==> config.mk <==
export PLATFORM = sky130hd
export DESIGN_NAME = cfir_dec2_flat
export DESIGN_NICKNAME = d
export VERILOG_FILES = /design/src/rtl/ddc_fir_pkg.sv /design/src/rtl/cfir_dec2_if.sv /design/src/rtl/fir_sample_ram.sv /design/src/rtl/cfir_dec2.sv /design/src/flat_wrapper.sv
export SDC_FILE = /design/constraint.sdc
export NUM_CORES = 2
export LEC_CHECK = 0
export BUFFER_PORTS_ARGS = -buffer_cell sky130_fd_sc_hd__buf_2
export CAP_MARGIN = 25
export CORE_UTILIZATION = 60
export CTS_BUF_LIST = sky130_fd_sc_hd__clkbuf_8
export DETAILED_ROUTE_END_ITERATION = 10
export PLACE_DENSITY = 0.85
export RECOVER_POWER = 25
export SLEW_MARGIN = 30
export SYNTH_ARGS = -nofsm -noshare
export SYNTH_HDL_FRONTEND = slang
export SYNTH_HIERARCHICAL = 1
export SYNTH_SLANG_ARGS = --single-unit
==> constraint.sdc <==
create_clock -name clk -period 6.9 [get_ports clk]
set_clock_uncertainty 0.1 [all_clocks]
set_input_delay 1.38 -clock clk [delete_from_list [all_inputs] [get_ports clk]]
set_output_delay 1.38 -clock clk [all_outputs]
set_load 0.02 [all_outputs]
==> src/rtl/ddc_fir_pkg.sv <==
// Shared constants, FSM state type and arithmetic helpers for the CIC
// compensation decimate-by-2 FIR.
package ddc_fir_pkg;

  localparam int DATA_W = 21;
  localparam int COEF_W = 18;
  localparam int TAPS   = 15;
  localparam int HALF   = (TAPS + 1) / 2;
  localparam int SHIFT  = 17;
  localparam int ACC_W  = 44;
  localparam int DEPTH  = 16;
  localparam int AW     = 4;
  localparam int PRE_W  = DATA_W + 1;
  localparam int PROD_W = PRE_W + COEF_W;

  typedef logic signed [COEF_W-1:0] coef_t;

  typedef enum logic [1:0] {
    IDLE  = 2'd0,
    MAC   = 2'd1,
    DRAIN = 2'd2,
    ROUND = 2'd3
  } state_t;

  // Half-way rounding constant and saturation limits, all at accumulator width.
  localparam logic signed [ACC_W-1:0] RND_HALF =
    $signed({{(ACC_W-SHIFT){1'b0}}, 1'b1, {(SHIFT-1){1'b0}}});
  localparam logic signed [ACC_W-1:0] SAT_MAX =
    $signed({{(ACC_W-DATA_W+1){1'b0}}, {(DATA_W-1){1'b1}}});
  localparam logic signed [ACC_W-1:0] SAT_MIN = ~SAT_MAX;

  // Half of the symmetric impulse response; index 7 is the centre tap.
  // 2*sum(C[0..6]) + C[7] = 2^17, so the DC gain is exactly one.
  function automatic coef_t coef_at(input logic [2:0] k);
    coef_t c;
    case (k)
      3'd0:    c = -18'sd150;
      3'd1:    c = 18'sd420;
      3'd2:    c = -18'sd980;
      3'd3:    c = 18'sd2050;
      3'd4:    c = -18'sd4200;
      3'd5:    c = 18'sd9800;
      3'd6:    c = 18'sd38000;
      3'd7:    c = 18'sd41192;
      default: c = 18'sd0;
    endcase
    return c;
  endfunction

  // Round half up, arithmetic shift down, then clamp to the output range.
  function automatic logic signed [DATA_W-1:0] round_sat(input logic signed [ACC_W-1:0] acc);
    logic signed [ACC_W-1:0] sum;
    logic signed [ACC_W-1:0] shr;
    logic signed [ACC_W-1:0] lim;
    sum = acc + RND_HALF;
    shr = sum >>> SHIFT;
    if (shr > SAT_MAX) begin
      lim = SAT_MAX;
    end else if (shr < SAT_MIN) begin
      lim = SAT_MIN;
    end else begin
      lim = shr;
    end
    return lim[DATA_W-1:0];
  endfunction

endpackage

==> src/rtl/cfir_dec2_if.sv <==
// Sample stream in, filtered stream and status out.
interface cfir_dec2_if;
  import ddc_fir_pkg::*;

  logic signed [DATA_W-1:0] in_data;
  logic                     in_valid;
  logic signed [DATA_W-1:0] out_data;
  logic                     out_valid;
  logic                     busy;
  logic                     overrun;

  modport master (output in_data, in_valid, input out_data, out_valid, busy, overrun);
  modport slave  (input in_data, in_valid, output out_data, out_valid, busy, overrun);
endinterface

==> src/rtl/fir_sample_ram.sv <==
// 16-deep circular sample buffer: one write port, two combinational reads
// feeding the symmetric pre-adder.
module fir_sample_ram
  import ddc_fir_pkg::*;
(
  input  logic                     clk,
  input  logic                     rst,
  input  logic                     we,
  input  logic [AW-1:0]            waddr,
  input  logic signed [DATA_W-1:0] wdata,
  input  logic [AW-1:0]            raddr_a,
  input  logic [AW-1:0]            raddr_b,
  output logic signed [DATA_W-1:0] rdata_a,
  output logic signed [DATA_W-1:0] rdata_b
);

  logic signed [DATA_W-1:0] mem_r [DEPTH];

  // Sample write; whole buffer cleared on reset so history starts at zero.
  always_ff @(posedge clk) begin
    if (rst) begin
      for (int i = 0; i < DEPTH; i++) begin
        mem_r[i] <= {DATA_W{1'b0}};
      end
    end else if (we) begin
      mem_r[waddr] <= wdata;
    end
  end

  assign rdata_a = mem_r[raddr_a];
  assign rdata_b = mem_r[raddr_b];

endmodule

==> src/rtl/cfir_dec2.sv <==
// 15-tap symmetric CIC compensation FIR, decimate by 2, one shared
// pre-add / multiply / accumulate datapath sequenced by a small FSM.
module cfir_dec2
  import ddc_fir_pkg::*;
(
  input  logic       clk,
  input  logic       rst,
  cfir_dec2_if.slave bus
);

  state_t                   state_r, state_s;
  logic [2:0]               cnt_r;
  logic [AW-1:0]            wp_r, base_r;
  logic                     ph_r, start_r;
  logic                     trig_s, start_s;
  logic                     mac_s, round_s;
  logic [AW-1:0]            raddr_a_s, raddr_b_s;
  logic signed [DATA_W-1:0] rd_a_s, rd_b_s;
  logic signed [PRE_W-1:0]  pre_s, pre_r;
  coef_t                    coef_r;
  logic signed [PROD_W-1:0] prod_r;
  logic signed [ACC_W-1:0]  acc_r;
  logic                     v1_r, v2_r;
  logic signed [DATA_W-1:0] out_data_r;
  logic                     out_valid_r, busy_r, overrun_r;

  // Every second sample is a trigger; it only starts work when fully idle
  // (start_r covers the cycle between the trigger and entering MAC).
  assign trig_s  = bus.in_valid & ph_r;
  assign start_s = trig_s & (state_r == IDLE) & ~start_r;

  // Operand pair for tap k: x[n-k] and x[n-14+k] (== base+2+k mod 16).
  assign raddr_a_s = base_r - {1'b0, cnt_r};
  assign raddr_b_s = base_r + AW'(2) + {1'b0, cnt_r};

  fir_sample_ram u_ram (
    .clk     (clk),
    .rst     (rst),
    .we      (bus.in_valid),
    .waddr   (wp_r),
    .wdata   (bus.in_data),
    .raddr_a (raddr_a_s),
    .raddr_b (raddr_b_s),
    .rdata_a (rd_a_s),
    .rdata_b (rd_b_s)
  );

  // Write pointer, decimation phase, operand base latch and sticky overrun.
  always_ff @(posedge clk) begin
    if (rst) begin
      wp_r      <= {AW{1'b0}};
      ph_r      <= 1'b0;
      base_r    <= {AW{1'b0}};
      start_r   <= 1'b0;
      overrun_r <= 1'b0;
    end else begin
      start_r <= start_s;
      if (bus.in_valid) begin
        wp_r <= wp_r + AW'(1);
        ph_r <= ~ph_r;
      end
      if (start_s) begin
        base_r <= wp_r;
      end
      if (trig_s && !start_s) begin
        overrun_r <= 1'b1;
      end
    end
  end

  // State register with per-state cycle counter.
  always_ff @(posedge clk) begin
    if (rst) begin
      state_r <= IDLE;
      cnt_r   <= 3'd0;
    end else begin
      state_r <= state_s;
      cnt_r   <= (state_s != state_r) ? 3'd0 : cnt_r + 3'd1;
    end
  end

  // Next-state: 8 MAC cycles, 2 pipeline drain cycles, 1 rounding cycle.
  always_comb begin
    state_s = state_r;
    case (state_r)
      IDLE:    state_s = start_r ? MAC : IDLE;
      MAC:     state_s = (cnt_r == 3'd7) ? DRAIN : MAC;
      DRAIN:   state_s = (cnt_r == 3'd1) ? ROUND : DRAIN;
      ROUND:   state_s = IDLE;
      default: state_s = IDLE;
    endcase
  end

  // State decode for the datapath and output stage.
  always_comb begin
    mac_s   = 1'b0;
    round_s = 1'b0;
    case (state_r)
      MAC:     mac_s   = 1'b1;
      ROUND:   round_s = 1'b1;
      default: begin
        mac_s   = 1'b0;
        round_s = 1'b0;
      end
    endcase
  end

  // Symmetric pre-adder; the centre tap has no partner.
  always_comb begin
    if (cnt_r == 3'd7) begin
      pre_s = PRE_W'(rd_a_s);
    end else begin
      pre_s = PRE_W'(rd_a_s) + PRE_W'(rd_b_s);
    end
  end

  // Pre-add register, multiplier register, accumulator.
  always_ff @(posedge clk) begin
    if (rst) begin
      pre_r  <= {PRE_W{1'b0}};
      coef_r <= {COEF_W{1'b0}};
      v1_r   <= 1'b0;
      prod_r <= {PROD_W{1'b0}};
      v2_r   <= 1'b0;
      acc_r  <= {ACC_W{1'b0}};
    end else begin
      pre_r  <= pre_s;
      coef_r <= coef_at(cnt_r);
      v1_r   <= mac_s;
      prod_r <= PROD_W'(pre_r) * PROD_W'(coef_r);
      v2_r   <= v1_r;
      if (start_s) begin
        acc_r <= {ACC_W{1'b0}};
      end else if (v2_r) begin
        acc_r <= acc_r + ACC_W'(prod_r);
      end
    end
  end

  // Registered outputs: result and strobe on ROUND exit, busy tracks the FSM.
  always_ff @(posedge clk) begin
    if (rst) begin
      out_data_r  <= {DATA_W{1'b0}};
      out_valid_r <= 1'b0;
      busy_r      <= 1'b0;
    end else begin
      out_valid_r <= round_s;
      busy_r      <= (state_s != IDLE);
      if (round_s) begin
        out_data_r <= round_sat(acc_r);
      end
    end
  end

  assign bus.out_data  = out_data_r;
  assign bus.out_valid = out_valid_r;
  assign bus.busy      = busy_r;
  assign bus.overrun   = overrun_r;

endmodule

==> src/flat_wrapper.sv <==
// flat-port wrapper written by rule: the top's interface ports become plain ports
module cfir_dec2_flat import ddc_fir_pkg::*;
  (clk, rst, bus_in_data, bus_in_valid, bus_out_data, bus_out_valid, bus_busy, bus_overrun);
  cfir_dec2_if bus_i ();
  input  logic clk;
  input  logic rst;
  input wire logic [$bits(bus_i.in_data)-1:0] bus_in_data;
  input wire logic [$bits(bus_i.in_valid)-1:0] bus_in_valid;
  output wire logic [$bits(bus_i.out_data)-1:0] bus_out_data;
  output wire logic [$bits(bus_i.out_valid)-1:0] bus_out_valid;
  output wire logic [$bits(bus_i.busy)-1:0] bus_busy;
  output wire logic [$bits(bus_i.overrun)-1:0] bus_overrun;
  assign bus_i.in_data = bus_in_data;
  assign bus_i.in_valid = bus_in_valid;
  assign bus_out_data = bus_i.out_data;
  assign bus_out_valid = bus_i.out_valid;
  assign bus_busy = bus_i.busy;
  assign bus_overrun = bus_i.overrun;
  cfir_dec2 u_core (.clk(clk), .rst(rst), .bus(bus_i));
endmodule
Yosys cells after proc, flatten, opt, wreduce, memory -nomap -nowiden
Memory sizes are Yosys's and may differ from the RTL's. A register that Yosys moved wholly into a read port is not among the register bits. Cells that the tools add are included. Widths: inputs -> output; s select.

Memories: 2. Word-level logic and storage cells: 64. Bits in registers: 165. Memory bits (read-only): 136. Memory bits (writable): 336. Input bits: 24.

Memories: u_core.u_ram.mem_r (depth 16, bits a word 21, rd ports 2, clocked after memory_dff 0, write ports 16, line fir_sample_ram.sv:17) `logic signed [DATA_W-1:0] mem_r [DEPTH];`; (no name shown) (depth 8, bits a word 17, rd ports 1, clocked after memory_dff 1, write ports 0, line ddc_fir_pkg.sv:36) `case (k)`.

Add/sub/neg operators: 8. $mul: 1. Muxes and demuxes: 17. Equality and inequality tests: 6. $lt $le $gt $ge: 2. Reductions and logical operators: 7. Bitwise operators: 5.

Operator list (number): $mux 21 (3); $add 44x18->44 const B (1); $add 44x40->44 (1); $mul 22x18->40 (1); $gt 27x21->1 const B (1); $lt 27x21->1 const B (1); $add 21x21->22 (1); $mux 22 (1); $reduce_or 21->1 (1); $mux 1 (10); $pmux 2 s4 (1); $add 4x1->4 const B (1); $add 4x2->4 const B (1); $add 4x3->4 (1); $eq 2x2->1 const B (2); $mux 4 (1); $reduce_or 2->1 (2); $sub 4x3->4 (1); $add 3x1->3 const B (1); $and 1x1->1 (3); $eq 3x1->1 const B (1); $eq 3x3->1 const B (1); $eq 2x1->1 const B (1); $logic_not 2->1 (1); 6 further kinds (7).

Longest topological paths before layout
Depth after elaboration: 5. Gate-level depth with buffers: 27. Depth with buffers taken out: 25.

By module
The synthesis kept the hierarchy.

By module, submodules not included: cfir_dec2 (area an instance 23073.4 µm², instances 1, cells an instance 2640); fir_sample_ram (area an instance 17533.1 µm², instances 1, cells an instance 1120).

Worst setup path before layout
OpenSTA, ideal clock, no wires.

Kind: register to register. From: register u_core.pre_r[14]. To: register u_core.prod_r[38]. Setup time: 0.121 ns. Arrival: 6.375 ns. Path buffers: 2. Stages on the path, launching flop included: 26. Slack: 0.304 ns. Cells stage by stage: dfxtp_1 -> clkbuf_1 -> nand2_1 -> fa_1 -> inv_1 -> fa_1 -> inv_1 -> fa_1 -> inv_1 -> fa_1 -> fa_1 -> inv_1 -> fa_1 -> inv_1 -> ha_1 -> clkbuf_1 -> and4_1 -> a221o_1 -> a211oi_1 -> o21ai_1 -> a21oi_1 -> o21ai_1 -> o2111ai_1 -> a31oi_1 -> a221oi_1 -> mux2_2.

Cells in the longest elaborated chain, start to end: 1.

Ends and longest elaborated chain: from (decl) (line cfir_dec2.sv:19) `logic signed [PRE_W-1:0] pre_s, pre_r;`; from (signal assigned) (line cfir_dec2.sv:120) `pre_r <= {PRE_W{1'b0}};`; from (signal assigned) (line cfir_dec2.sv:127) `pre_r <= pre_s;`; $mul 22x18->40 (line cfir_dec2.sv:130) `prod_r <= PROD_W'(pre_r) * PROD_W'(coef_r);`; to (signal assigned) (line cfir_dec2.sv:123) `prod_r <= {PROD_W{1'b0}};`; to (signal assigned) (line cfir_dec2.sv:130); to (decl) (line cfir_dec2.sv:21) `logic signed [PROD_W-1:0] prod_r;`.

Every way passes these cells. A chain may end at the register's enable or synchronous reset.

Worst setup path after layout
From: register u_core.pre_r[8]. To: register u_core.prod_r[39].

Same word-level chain as after synthesis.

==> metrics list <==
- The run finished with clean final reports.
* Fin crit period: 6.75 ns
- Worst-Margin Slew: 1.08 ns
- sky130_fd_sc_hd__edfxtp_1 takes more of the synthesized area than any other cell.
- The initial utilization of the core area, before any placement, comes to 60.6%.
- Leak pwr: 19.3 nW
- TritonCTS built the clock tree.
* Layout filler cell count: 4869
* CP top delay family: adder cells
- The finished layout holds 4722 standard cells, fillers aside.
- The first global-routing pass estimated 155 mm of wire.
- Placed inst area: 41800 µm²
- After detailed placement, the design holds a cell count of 4567.
* Core Box Area: 67000 µm²
* Number of stages on the worst hold path: 1
- Cells after Synth: 3760
* Syn Area/Cell: 10.8 µm²
- Slowest cell delay on critical path: 0.55 ns
* Global placer's final weighted congestion: 0.940
* Type of element capturing the critical path: flip-flop
* Final design instance area without fill: 43700 µm²
- Estimated wirelength of the detail-placed design: 72.1 mm
* Fraction of layout cells with a size suffix above 1: 13.3%
* Number of synthesized flops with an enable pin: 336
* Vias in the first global route: 29300
* Total vias in the final route: 28500
- Area contributors post-synth: sky130_fd_sc_hd__edfxtp_1 25%, sky130_fd_sc_hd__fa_1 18%, sky130_fd_sc_hd__mux4_2 9.3%, sky130_fd_sc_hd__dfxtp_1 7.8%, sky130_fd_sc_hd__and2_1 7.6%
* Post-DR vias/cell: 6.04
* Source-to-sink clock delay at the later pin of the worst-skew pair: 0.71 ns
- The tool flagged a number of max-cap violations equal to 0.
- Required time reported for the critical path endpoint: 7.37 ns
- After synthesis, the netlist uses 78 different library cells.
- Number of cells traversed by the worst register-to-register path: 23
* Most used flip-flop cell after synthesis: sky130_fd_sc_hd__edfxtp_1
- Endpoints failing hold: 0
- Total routing usage reported by global routing: 29.0%
- Post-Syn Nets: 4359
* Type of the setup path with the least slack: reg -> reg
- After detailed routing, the average wire length per cell comes to 20.8 µm.
* Antenna viol nets, final: 0
* Antenna violations before repair: 2
- Final worst-path cycle share: 97.8%
* Worst path most repeated cell: sky130_fd_sc_hd__fa_1
- Cell at the root of the clock tree: sky130_fd_sc_hd__clkbuf_8
* Post-CTS Hold Buffers: 0
* First-pass iteration count of the detailed router: 6
- Routed wire length on met3: 8.16 mm
- Counting flops and latches in the post-synthesis netlist gives 495.
- Area share of the largest cell type after synthesis: 24.8%
* Total power per unit cell area: 516 nW/µm²
* Fraction of registers with async set/reset: 0%
- The number of pins exceeding their max-slew limit in the final report was 0.
- The worst setup path is launched from a flip-flop.
* Final core utilization: 65.2%
- Combined area of all synthesized cells: 40600 µm²
* Initial detailed-routing violation count: 2828
* Highest net fanout along the worst path: 15
- Measured against its own limit, the worst slew margin works out to 28.1%.
* Vertical die dimension: 262 µm
- For hold timing, the worst endpoint is u_core/v2_r.
* Routed met2 length: 48.8 mm
- Hold Path Class: reg -> reg
* Yosys Warn Count: 23
- Total DRC errors in the routed layout: 0
* Maximum number of pins on one net before global-route repair: 83
- RSZ-0062 raised after global routing: yes
- Beginning of the worst hold path: u_core/v1_r
* Part of the Yosys area used for sequential elements: 32.7%
* Launching point of the worst reg2reg path: u_core/pre_r[8]
* Chain of cells forming the critical path: buf_4 -> nand2_1 -> fa_1 -> inv_1 -> fa_1 -> inv_1 -> fa_1 -> inv_1 -> fa_1 -> inv_1 -> fa_1 -> inv_1 -> fa_1 -> ha_2 -> a21o_1 -> nor3b_2 -> o21ai_1 -> a221o_1 -> o2111a_2 -> o211ai_2 -> a21oi_2 -> a311oi_2 -> mux2_1
* Global route total overflow: 0
* Register clock-pin slew on the reported worst setup and hold paths: 0.08 ns
- For flop-to-flop paths, the worst setup slack is 0.15 ns.
* Floorplan die width: 262 µm
- Signal routing reaches up to met4.
- The worst register-to-register path ends at u_core/prod_r[39].
- Layout area overhead: 7.59%
- The initialized floorplan defines 95 standard-cell rows.
* CTS sink count: 495
- The clock tree synthesis step divided the H-tree into 3 levels.
* Met1 layer wirelength in the final routing: 36.9 mm
- For this run, the post-layout net count is 4383.
- Final setup violating endpoints: 0
- IR analysis of the VDD net gives a maximum drop of 0.839 mV.
- In this run, CTS created clock tree buffers numbering 83.
* Total power of the final layout: 22.6 mW
* Worst path slowest cell: sky130_fd_sc_hd__fa_1
- Setup TNS: 0 ns
- At the worst endpoint, the arrival time is 7.21 ns.
- Based on the critical path, the design can be clocked at up to 148 MHz.
* Die Outline Area: 68700 µm²
- Wirelength, routed: 98.2 mm
- Number of I/O pins: 48
* CTS Buffer Depth: 3
* I/O Buffers: 47
- Number of buffers and inverters on the critical path: 6
## timing repair
item                                    4_1_cts  5_1_grt
buffers inserted                              0        4
endpoints found under the hold margin         0        0
resized for setup                             6       38
pin swaps                                     0        7
endpoints found under the setup margin        2        7
gates cloned                                  0        1
## synth_stat cells (all sizes together), types with 10 or more instances
cell type  count
a31oi         18
o211ai        22
edfxtp       336
and3          15
xnor2         74
o21ai         61
nand2b        30
mux2i         38
fa           373
dfxtp        159
or2           21
nand3         36
a211oi        20
o21a          10
nor2b         43
a21oi        109
a22oi         85
o21bai        11
xor2          45
inv          522
nor3          32
nor2         164
a21o          58
and2         492
buf           43
nand2        303
clkbuf       164
ha           202
mux4         168
## worst max-delay path by stage
stage,from,to,slack [ns],cells past startpoint
detailed placement,u_core/coef_r[8],u_core/prod_r[38],-0.04,24
CTS,u_core/pre_r[14],u_core/prod_r[38],0.01,25
floorplan,u_core/pre_r[14],u_core/prod_r[38],0.30,25
global placement,u_core/coef_r[8],u_core/prod_r[39],0.10,23
global route,u_core/pre_r[14],u_core/prod_r[38],-0.04,23
finish,u_core/pre_r[8],u_core/prod_r[39],0.15,23
## cells by family (layout without fill, tap and decap cells)
group	after synthesis	in the layout	share of synthesized area (%)
multiplexers	211	211	10.4
other	0	3	0
AND/OR/NAND/NOR	1183	1183	15.3
adder cells (fa/ha/maj)	575	575	24.6
buffers and inverters	729	815	6.98
flip-flops	495	495	32.7
XOR/XNOR	119	119	2.57
AO/OA/AOI/OAI	448	448	7.44
## flip-flops by register name (all words and copies together), names as in the netlist
register,flops
u_core/cnt_r,3
u_core/bus.overrun,1
u_core/coef_r,14
u_core/u_ram/mem_r,336
u_core/ph_r,1
u_core/base_r,4
u_core/wp_r,4
u_core/v2_r,1
u_core/bus.busy,1
u_core/start_r,1
u_core/acc_r,43
u_core/prod_r,39
u_core/state_r,2
u_core/bus.out_data,21
u_core/bus.out_valid,1
u_core/pre_r,22
u_core/v1_r,1
## cells in the final DEF (no fill, tap or decap), drive strengths merged, types with 15 or more instances in the layout
cell / Yosys / final
inv: 522 / 551
and2: 492 / 492
fa: 373 / 373
edfxtp: 336 / 336
nand2: 303 / 303
ha: 202 / 202
mux4: 168 / 168
nor2: 164 / 164
dfxtp: 159 / 159
buf: 43 / 144
a21oi: 109 / 109
clkbuf: 164 / 91
a22oi: 85 / 85
xnor2: 74 / 74
o21ai: 61 / 61
a21o: 58 / 58
xor2: 45 / 45
nor2b: 43 / 43
mux2i: 38 / 38
nand3: 36 / 36
nor3: 32 / 32
nand2b: 30 / 30
o211ai: 22 / 22
or2: 21 / 21
clkinv: 0 / 21
a211oi: 20 / 20
a31oi: 18 / 18
and3: 15 / 15
## metrics by stage
stage / worst slack (ns) / hold slack (ns)
4_1_cts: 0.0123 / 0.343
6_report: 0.153 / 0.342
5_1_grt: -0.0413 / 0.357
2_1_floorplan: 0.304 / 0.314
3_3_place_gp: 0.102 / 0.329
3_5_place_dp: -0.0384 / 0.328
## metal layers
metal	vias to the layer above	global-route usage, %
met3	348	4.21
met1	14000	36.3
met4	0	13.7
li1	12700	-
met5	-	0
met2	1465	49.8
## final cells by class
class | instances | area, µm² | area share [%]
Inverter | 522 | 1970 | 4.50
Multi-Input combinational cell | 2536 | 24600 | 56.3
Timing Repair Buffer | 146 | 1040 | 2.37
Antenna cell | 3 | 7.51 | 0.0172
Tap cell | 873 | 1090 | 2.50
Clock buffer | 89 | 1220 | 2.80
Sequential cell | 495 | 13300 | 30.5
Clock inverter | 58 | 464 | 1.06
## report_power, final
part	internal [mW]	total (mW)	switching (mW)	leakage (nW)
Sequential	3.50	3.81	0.311	4.78
Combinational	6.93	16.1	9.12	13.6
Clock	1.41	2.69	1.28	0.939
Total	11.8	22.6	10.7	19.3
Note: power is estimated with default switching activity, not from simulation.
